<file path="src/rtl/uart_tx_ctrl.sv">
// Board-to-host UART transmit controller: queues ACK / score / map frame requests
// and serialises them as 8N1 bytes, control byte first, LSB-first bits, idle-high line.
module uart_tx_ctrl #(
  parameter int unsigned CLK_PER_BIT     = 868,
  parameter logic [7:0]  CTRL_ACK        = 8'hFF,
  parameter logic [7:0]  CTRL_SYNC_SCORE = 8'h01,
  parameter logic [7:0]  CTRL_SYNC_MAP   = 8'h02
) (
  input  logic         clk,
  input  logic         i_rst,
  input  logic         i_send_ack,
  input  logic         i_send_score,
  input  logic         i_send_map,
  input  logic [15:0]  i_score,
  input  logic [127:0] i_dot,
  output logic         o_tx,
  output logic         o_busy,
  output logic         o_done
);

  localparam int unsigned CW = (CLK_PER_BIT > 1) ? $clog2(CLK_PER_BIT) : 1;

  typedef enum logic [1:0] {IDLE, START, DATA, STOP} state_t;

  state_t         state, state_next;
  logic [CW-1:0]  baud;
  logic [2:0]     bit_idx;
  logic [4:0]     byte_idx;
  logic [4:0]     len;
  logic [135:0]   frame;
  logic           pend_ack, pend_score, pend_map;
  logic           req_ack, req_score, req_map;
  logic           take_ack, take_score, take_map;
  logic           bit_end;
  logic           line;
  logic [7:0]     cur_byte;

  assign req_ack   = pend_ack   | i_send_ack;
  assign req_score = pend_score | i_send_score;
  assign req_map   = pend_map   | i_send_map;
  assign bit_end   = (baud == CW'(CLK_PER_BIT - 1));
  // The byte on the line always sits in the top of the shadow register.
  assign cur_byte  = frame[135:128];

  always_comb begin
    state_next = state;
    line       = 1'b1;
    take_ack   = 1'b0;
    take_score = 1'b0;
    take_map   = 1'b0;
    case (state)
      IDLE: begin
        if (req_ack) begin
          take_ack   = 1'b1;
          state_next = START;
        end else if (req_score) begin
          take_score = 1'b1;
          state_next = START;
        end else if (req_map) begin
          take_map   = 1'b1;
          state_next = START;
        end
      end
      START: begin
        line = 1'b0;
        if (bit_end) state_next = DATA;
      end
      DATA: begin
        line = cur_byte[bit_idx];
        if (bit_end && bit_idx == 3'd7) state_next = STOP;
      end
      STOP: begin
        if (bit_end) state_next = (byte_idx < len - 5'd1) ? START : IDLE;
      end
      default: state_next = IDLE;
    endcase
  end

  always_ff @(posedge clk) begin
    if (i_rst) begin
      state      <= IDLE;
      baud       <= '0;
      bit_idx    <= '0;
      byte_idx   <= '0;
      len        <= '0;
      frame      <= '0;
      pend_ack   <= 1'b0;
      pend_score <= 1'b0;
      pend_map   <= 1'b0;
      o_tx       <= 1'b1;
      o_busy     <= 1'b0;
      o_done     <= 1'b0;
    end else begin
      state  <= state_next;
      // Outputs lag the state by one cycle, so o_done lands on the first idle-high cycle.
      o_tx   <= line;
      o_busy <= (state != IDLE);
      o_done <= o_busy && (state == IDLE);

      if (state == IDLE || bit_end) baud <= '0;
      else                          baud <= baud + 1'b1;

      if (state == DATA && bit_end) bit_idx <= bit_idx + 3'd1;

      pend_ack   <= take_ack   ? 1'b0 : req_ack;
      pend_score <= take_score ? 1'b0 : req_score;
      pend_map   <= take_map   ? 1'b0 : req_map;

      if (take_ack) begin
        frame    <= {CTRL_ACK, 128'h0};
        len      <= 5'd1;
        byte_idx <= '0;
      end else if (take_score) begin
        frame    <= {CTRL_SYNC_SCORE, i_score, 112'h0};
        len      <= 5'd3;
        byte_idx <= '0;
      end else if (take_map) begin
        frame    <= {CTRL_SYNC_MAP, i_dot};
        len      <= 5'd17;
        byte_idx <= '0;
      end else if (state == STOP && bit_end && state_next == START) begin
        byte_idx <= byte_idx + 5'd1;
        frame    <= {frame[127:0], 8'h00};
      end
    end
  end

endmodule

</file>
<file path="config.mk">
export PLATFORM = sky130hd
export DESIGN_NAME = uart_tx_ctrl
export DESIGN_NICKNAME = d
export VERILOG_FILES = /design/src/rtl/uart_tx_ctrl.sv
export SDC_FILE = /design/constraint.sdc
export NUM_CORES = 1
export LEC_CHECK = 0
export ABC_CLOCK_PERIOD_IN_PS = 7040
export BUFFER_PORTS_ARGS = -buffer_cell sky130_fd_sc_hd__buf_2
export CORE_UTILIZATION = 59
export CTS_BUF_LIST = sky130_fd_sc_hd__clkbuf_8 sky130_fd_sc_hd__clkbuf_16
export DETAILED_ROUTE_END_ITERATION = 16
export PLACE_DENSITY_LB_ADDON = 0.15
export RECOVER_POWER = 50
export SLEW_MARGIN = 10
export SYNTH_ARGS = -nofsm -noshare
export SYNTH_HDL_FRONTEND = slang
export SYNTH_SLANG_ARGS = --single-unit
</file>
<file path="constraint.sdc">
create_clock -name clk -period 7.04 [get_ports clk]
set_input_delay 0 -clock clk [delete_from_list [all_inputs] [get_ports clk]]
set_output_delay 0 -clock clk [all_outputs]
set_load 0.03 [all_outputs]
</file>
# == After elaboration in Yosys (flattened, before gate mapping) ==
# Index checks and enable logic that the tools add are counted.
# word_totals
ff_bits,165
latch_bits,0
mem_bits_rw,0
romBits,0
in_bits,149
output_inout_bits,3
elab_cells,77
n_memories,0
# classes
n_addsub,4
multipliers,0
div,0
magnitude_cmp,2
n_eq_ne,6
shifts,0
muxes,27
bitwise,3
n_reduce_logical,19
# ops
op,count
two-way mux 136 bit,4
two-way mux 2 bit,8
two-way mux 1 bit,12
"adder 10 x 1 -> 10 bit, second input constant",1
"equality test 10 bit, second input constant",1
one-hot mux 2 bit (4 select lines),1
OR reduction 2 bit,4
nonzero test 2 bit,3
nonzero test 3 bit,2
"adder 5 x 1 -> 5 bit, second input constant",1
logical AND 1 bit,5
less-than comparator 5 bit,1
"subtractor 5 x 1 -> 5 bit, second input constant",1
"equality test 2 x 1 -> 1 bit, second input constant",2
"equality test 2 bit, second input constant",2
"less-than comparator 3 x 4 -> 1 bit, second input constant",1
nonzero test 4 bit,1
OR reduction 4 bit,1
"adder 3 x 1 -> 3 bit, second input constant",1
binary-select mux 1 bit (select 3 bit),1
"equality test 3 bit, second input constant",1
OR 1 bit,3
OR reduction 3 bit,1
logical NOT 2 bit,1
2 further kinds,2

# == Longest topological paths before layout ==
# Gate-level depths: netlist of the first run.
# depth
word_depth,11
ltp_mapped,12

# == Worst setup path after synthesis of the first run ==
# OpenSTA, ideal clock, no wires.
# synth_path
path_kind,reg2reg
from,register len[0]
to,register frame[104]
setup_time_ns,0.133
arrival_ns,2.077
t_required_ns,6.907
path_slack_ns,4.831
stages_incl_launch_ff,13
path_buffers,3
synth_period_minus_slack_ns,2.209
cell_sequence,dfxtp_1 > inv_1 > ha_1 > xnor2_1 > ha_1 > nand2_1 > a21o_1 > nand3_1 > buf_2 > buf_6 > buf_2 > mux2i_1 > a21oi_1
# synth_via
elab_chain_cells,8
# synth_rtl
item,line_no,rtl
start: declaration,29,logic [4:0] len;
start signal: assignment,85,len <= '0;
start signal: assignment,111,len <= 5'd1;
start signal: assignment,115,len <= 5'd3;
subtractor 5 x 1 -> 5 bit,73,if (bit_end) state_next = (byte_idx < len - 5'd1) ? START : IDLE;
less-than comparator 5 bit,73,
two-way mux 1 bit,73,
two-way mux 2 bit,73,
one-hot mux 2 bit (4 select lines),51,case (state)
equality test 2 x 1 -> 1 bit,121,end else if (state == STOP && bit_end && state_next == START) begin
logical AND 1 bit,121,
nonzero test 2 bit (no source line),--,
end signal: assignment,114,"frame <= {CTRL_SYNC_SCORE, i_score, 112'h0};"
end signal: assignment,118,"frame <= {CTRL_SYNC_MAP, i_dot};"
end signal: assignment,123,"frame <= {frame[127:0], 8'h00};"
end: declaration,30,logic [135:0] frame;
# Every way passes these cells.
# A chain may end at the register's enable or synchronous reset.

# == Worst setup path in the final report of the first run ==
# layout_path
from,register len[0]
to,register frame[103]
# Same word-level chain as after synthesis.

==> results of run 1 <==
==> registers in the layout (all words and copies together), names as in the netlist <==
signal,count
o_busy,1
bit_idx,3
baud,10
pend_score,1
len,3
o_done,1
byte_idx,5
pend_map,1
o_tx,1
state,2
pend_ack,1
frame,136
==> per-layer routing <==
layer,global-route usage [%],up-vias,routed length (microns)
li1,-,3415,-
met1,42.2,3402,9030
met2,61.2,369,11100
met3,6.86,96,1340
met4,20.5,0,1080
met5,0,-,0
==> kinds of logic (layout without fill, tap and decap cells) <==
kind of cell | after synthesis | count (layout) | share of synthesized area [%]
compound gates | 279 | 279 | 21.0
flops | 165 | 165 | 45.7
simple gates | 146 | 146 | 10.3
mux | 109 | 109 | 15.4
buf+inv | 78 | 346 | 4.60
xor+xnor | 12 | 12 | 1.45
fa+ha+maj | 9 | 9 | 1.56
==> worst register-to-register path: cells and delay by family (launching register included) <==
family	cells	cell delay, ns
AOI/OAI and AO/OA	2	0.56
xor gates and xnor gates	1	0.13
adders and majority gates	2	0.51
DFF	1	0.33
buffers and inverters	2	0.81
and+or+nand+nor	1	0.84
muxes	1	0.33
==> cells in the mapped netlist (3+ instances only) <==
library cell  number
nand2_1           27
ha_1               9
nor3_1            18
xnor2_1            9
mux2i_1          107
buf_2             16
o21ai_1           11
xor2_1             3
o21ai_0           97
clkbuf_1          44
a2111oi_0          6
a22oi_1           16
nor2_1            32
buf_1              3
dfxtp_1          165
nand4_1            3
a31oi_1           17
nand2b_1           3
nand3_1           37
a21oi_1          122
inv_1             11
or2_2              6
==> layout make-up <==
| class | instances | area [sq um] | area share (%) |
|---|---|---|---|
| Timing Repair Buffer | 304 | 2260 | 22.7 |
| Clock inverter | 11 | 111 | 1.12 |
| Tap cell | 147 | 184 | 1.84 |
| Clock buffer | 20 | 467 | 4.67 |
| Inverter | 11 | 41.3 | 0.413 |
| Sequential cell | 165 | 3300 | 33.1 |
| Multi-Input combinational cell | 555 | 3610 | 36.2 |
==> power by group <==
| group | switching (mW) | internal (mW) | leakage, nW | total, mW |
|---|---|---|---|---|
| clock network | 0.364 | 0.543 | 0.295 | 0.907 |
| registers | 0.0161 | 0.958 | 1.34 | 0.974 |
| logic | 0.113 | 0.119 | 2.66 | 0.232 |
==> worst paths after layout <==
kind / startpoint / end / slack (ns) / cells after the start
worst max-delay path: len[0] / frame[103] / 3.37 / 9
worst min-delay path: i_rst / state[1] / 0.03 / 2
worst max register to register: len[0] / frame[103] / 3.37 / 9
worst min register to register: frame[129] / frame[129] / 0.47 / 2
==> flow_metrics.tcl, run 1 <==
set metrics [dict create \
    status "complete, no violations" \
    io_buffer_count 151 \
    avgSynthCellArea_sq_um 9.07 \
    p_leak_nw 4.30 \
    setup_violations 0 \
    cp.arrival_ns 3.93 \
    final_nets 1212 \
    whs_ns 0.0266 \
    rows 40 \
    max_freq_ghz 0.273 \
    drt_first_pass_iters 6 \
    cts-root-buf "clkbuf_16" \
    die_width_microns 113 \
    fin_crit_ns 3.67 \
    cts_htree_levels 4 \
    fin_crit_sh_pct 52.1 \
    critical_path_peak_fanout 62 \
    relSlewSlack_pct 27.2 \
    cts.sinks 165 \
    slew_violations 0 \
    die_area_sq_um 12700 \
    synth_top_area_share_pct 45.7 \
    ir_drop_mv 0.181 \
    cts.clk_slew.worst_paths_ns 0.06 \
    grt_overflow 0 \
    fin_worst_skew_ns 0.00617 \
    dpl.cell_count 1035 \
    worst-path-buf-inv 2 \
    power_density_nw_per_um2 212 \
    synth_area_leaders "dfxtp_1 46%, mux2i_1 15%, a21oi_1 8.4%" \
    die_h_microns 113 \
    place.gp.congestion 0.829 \
    ys_ff_latch 165 \
    synthCells 798 \
    cpMaxStageDelayCell "nand3_4" \
    ys_seq_area_share_pct 45.7 \
    first_iter_violations 741 \
    fin_util_pct 83.5 \
    holdBufCountCts 147 \
    rsz0062_at_grt "false" \
    synth_edf_count 0 \
    ctsResizeCount 0 \
    cap_violations 0 \
    grt_first_pass_wirelength_mm 35.2 \
    final_common_cell "dfxtp_1" \
    synth.largest_area_cell "dfxtp_1" \
    grt_max_degree 116 \
    insertion_delay_ns 0.43 \
    yosys_most_used_dff "dfxtp_1" \
    cts_buffer_depth 2 \
    track_usage_pct 35.8 \
    hold_viol_final 0 \
    cts_buffers 17 \
    grt_pass1_vias 7136 \
    synth_area_sq_um 7240 \
    fill_cells 660 \
    post_cts_buffers 0 \
    finalPower_mw 2.11 \
    crit_family "simple AND/OR/NAND/NOR gates" \
    vias_per_cell 6.00 \
    syn_to_final_growth_pct 38.0 \
    synth.distinct_cells 51 \
    setup-tns-final_ns 0 \
    end_kind "flop" \
    routedWlPerCell_microns 18.6 \
    syn_nets 956 \
    path_class "reg2reg" \
    design.core.area_sq_um 12000 \
    antenna_cells 0 \
    place_hpwl_mm 12.0 \
    final_cell_mix "165 x dfxtp_1, 148 x buf_2, 147 x dlygate4sd3_1" \
    start_util_pct 60.5 \
    drive_gt1_share_pct 18.6 \
    io_pins 152 \
    final_antenna_net_count 0 \
    route.detailed.drc 0 \
    wl_mm 22.6 \
    worst_slew_pin_slew_ns 1.09 \
    cp.required_ns 7.30 \
    fin_area_sq_um 9990 \
    place_area_sq_um 7960 \
    cts_tree "yes" \
    max_stage_delay_ns 0.83 \
    async_flop_share_pct 0 \
    yosysWarnings 0 \
    post-place-ws_ns 3.47 \
    hp-class "in2reg" \
    fin_cells 1213 \
    grt_antenna_before_repair 0 \
    crit_chain "inv_1 > ha_1 > xnor2_1 > ha_1 > a21oi_1 > nand3_4 > buf_4 > mux2i_1 > a21oi_1" \
    vias 7282 \
    start_kind "flop" \
    setup_ws_ns 3.37 \
]
Note: power is estimated with default switching activity, not from simulation.
==> run 2: changes to the inputs <==
--- a/config.mk
+++ b/config.mk
@@ -5,9 +5,10 @@
 export SDC_FILE = /design/constraint.sdc
 export NUM_CORES = 1
 export LEC_CHECK = 0
-export ABC_CLOCK_PERIOD_IN_PS = 7040
+export ABC_AREA = 1
+export ABC_CLOCK_PERIOD_IN_PS = 3000
 export BUFFER_PORTS_ARGS = -buffer_cell sky130_fd_sc_hd__buf_2
-export CORE_UTILIZATION = 59
+export CORE_UTILIZATION = 51
 export CTS_BUF_LIST = sky130_fd_sc_hd__clkbuf_8 sky130_fd_sc_hd__clkbuf_16
 export DETAILED_ROUTE_END_ITERATION = 16
 export PLACE_DENSITY_LB_ADDON = 0.15
==> constraint.sdc (replaced) <==
create_clock -name clk -period 3 [get_ports clk]
set_input_delay 0 -clock clk [delete_from_list [all_inputs] [get_ports clk]]
set_output_delay 0 -clock clk [all_outputs]
set_load 0.03 [all_outputs]
==> run 2 against run 1 <==
- first-iteration DRC count down 0.27%
- sequential cell count is the same
- hold slack worse by 0.0043 ns
- clock skew grew 0.0032 ns
- register-to-register slack got worse by 3.1 ns
- cell area increased by 8.8%
- combinational power grew to 3.0 times the previous value
- via count rose by 21%
- non-clock buffer count fell by 11
- utilization down 13 points
==> flow_metrics.tcl, run 2 <==
set metrics [dict create \
    yosys-top-cells-count "518 x nand2_1, 165 x dfxtp_1, 147 x a21oi_1" \
    synth_area_sq_um 8170 \
    die_h_microns 129 \
    start_kind "flop" \
    synth_top_area_share_pct 40.4 \
    die_width_microns 129 \
    setup_violations 0 \
    final_cell_mix "516 x nand2_1, 165 x dfxtp_1, 148 x buf_2" \
    cts.clk_slew.worst_paths_ns 0.07 \
    antenna_cells 0 \
    reg.largest.list "frame (136), baud (10), byte_idx (5)" \
    vias 8838 \
    synth.distinct_cells 30 \
    cap_violations 0 \
    cts_tree "yes" \
    place_area_sq_um 8980 \
    whs_ns 0.0223 \
    start_util_pct 53.0 \
    relSlewSlack_pct 29.4 \
    cp.required_ns 3.31 \
    cts.sinks 165 \
    setup-tns-final_ns 0 \
    fill_cells 1354 \
    cts_htree_levels 4 \
    grt_overflow 0 \
    avgSynthCellArea_sq_um 6.43 \
    cts_buffer_depth 2 \
    final_antenna_net_count 0 \
    drive_gt1_share_pct 13.5 \
    ys_seq_area_share_pct 40.4 \
    end_kind "flop" \
    drt_first_pass_iters 6 \
    worst_slew_pin_slew_ns 1.06 \
    routedWlPerCell_microns 13.6 \
    fin_util_pct 70.4 \
    grt_pass1_vias 8158 \
    yosysMostFrequentCell "nand2_1" \
    fin_crit_sh_pct 92.2 \
    die_area_sq_um 16500 \
    io_pins 152 \
    p_leak_nw 4.60 \
    critical_path_peak_fanout 50 \
    syn_nets 1428 \
    synth_area_leaders "dfxtp_1 40%, nand2_1 24%, a21oi_1 9.0%" \
    place_hpwl_mm 13.6 \
    synth.largest_area_cell "dfxtp_1" \
    grt_max_degree 139 \
    syn_to_final_growth_pct 32.9 \
    yosys_most_used_dff "dfxtp_1" \
    synth_edf_count 0 \
    design.core.area_sq_um 15400 \
    status "complete, no violations" \
    hp-class "in2reg" \
    path_class "reg2reg" \
    insertion_delay_ns 0.43 \
    grt_antenna_before_repair 0 \
    cts-root-buf "clkbuf_16" \
    vias_per_cell 5.14 \
    place.gp.congestion 0.840 \
    regMostFlops "frame" \
    max_freq_ghz 0.362 \
    first_iter_violations 739 \
    route.detailed.drc 0 \
    synthCells 1270 \
    cp.arrival_ns 3.07 \
    slew_violations 0 \
    post_cts_buffers 0 \
    hold_viol_final 0 \
    fin_area_sq_um 10900 \
    grt_first_pass_wirelength_mm 38.5 \
    final_nets 1652 \
    dpl.cell_count 1557 \
    yosysWarnings 0 \
    power_density_nw_per_um2 483 \
    rows 45 \
    ys_ff_latch 165 \
    fin_crit_ns 2.77 \
    rsz0062_at_grt "false" \
    fin_cells 1718 \
    track_usage_pct 29.3 \
    wl_mm 23.4 \
    final_common_cell "nand2_1" \
    ir_drop_mv 0.467 \
    cts_buffers 17 \
    fin_worst_skew_ns 0.00939 \
    io_buffer_count 151 \
    largest_reg_flops 136 \
    async_flop_share_pct 0 \
]
## run 2: changes by cell type after synthesis, sizes merged, moves of 17 or more
| cell | previous run | this run |
|---|---|---|
| o21ai | 108 | 41 |
| nor2 | 32 | 70 |
| nand2 | 27 | 520 |
| inv | 11 | 55 |
| nand3 | 38 | 141 |
| mux2i | 107 | 0 |
| a21oi | 123 | 147 |
| a31oi | 17 | 0 |
## run 2: layer usage
metal / vias to the layer above / track usage [%] / wire [microns]
met5: - / 0 / 0
met4: 0 / 13.8 / 792
met3: 63 / 5.70 / 1150
met2: 305 / 47.3 / 11200
met1: 3933 / 37.6 / 10300
li1: 4537 / - / -
## run 2: kinds of logic after synthesis
kind of cell    count (synthesis)  share of synthesized area [%]
fa+ha+maj                       9                           1.38
flops                         165                           40.4
buf+inv                       145                           7.67
compound gates                191                           11.8
simple gates                  753                           38.0
xor+xnor                        7                          0.750
## run 2: repair_timing
item | CTS | global route
hold endpoints to repair | 135 | 0
gates resized for setup | 0 | 1
hold buffers | 129 | 0
setup endpoints to repair | 0 | 16
## run 2: where the power goes
part	internal (mW)	switching, mW
Clock	1.33	0.967
Sequential	2.23	0.0165
Combinational	0.292	0.409
## run 2: area by class of cell
class	instances	area, sq um	area share (%)
multi-input cells	960	4240	39.1
flip-flops and latches	165	3300	30.4
repair buffers	293	2210	20.4
clock buffers	17	425	3.92
well taps	211	264	2.43
inverters	57	216	1.99
clock inverters	15	196	1.81
## run 2: stage by stage
| step | power, mW | worst slack (ns) |
|---|---|---|
| 2_1_floorplan | 2.65 | 0.858 |
| 3_3_place_gp | 2.85 | 0.296 |
| 3_5_place_dp | 2.86 | 0.187 |
| 4_1_cts | 5.27 | 0.153 |
| 5_1_grt | 5.45 | 0.0116 |
| 6_report | 5.25 | 0.234 |
## run 2: worst paths after layout
| kind | slack (ns) | endpoint | cells past startpoint | start |
|---|---|---|---|---|
| setup / recovery | 0.23 | frame[89] | 7 | state[1] |
| hold / removal | 0.02 | frame[120] | 5 | i_dot[120] |
| setup reg to reg | 0.23 | frame[89] | 7 | state[1] |
| hold reg to reg | 0.44 | o_done | 2 | o_busy |
## run 2: critical path: stages (launching register included)
cell and delay, ns:
dfxtp_1 0.33, nor2_1 0.35, o21ai_0 0.20, inv_1 0.25, nor2_1 0.11, nand2_2 0.77
clkbuf_4 0.52, a21oi_1 0.08
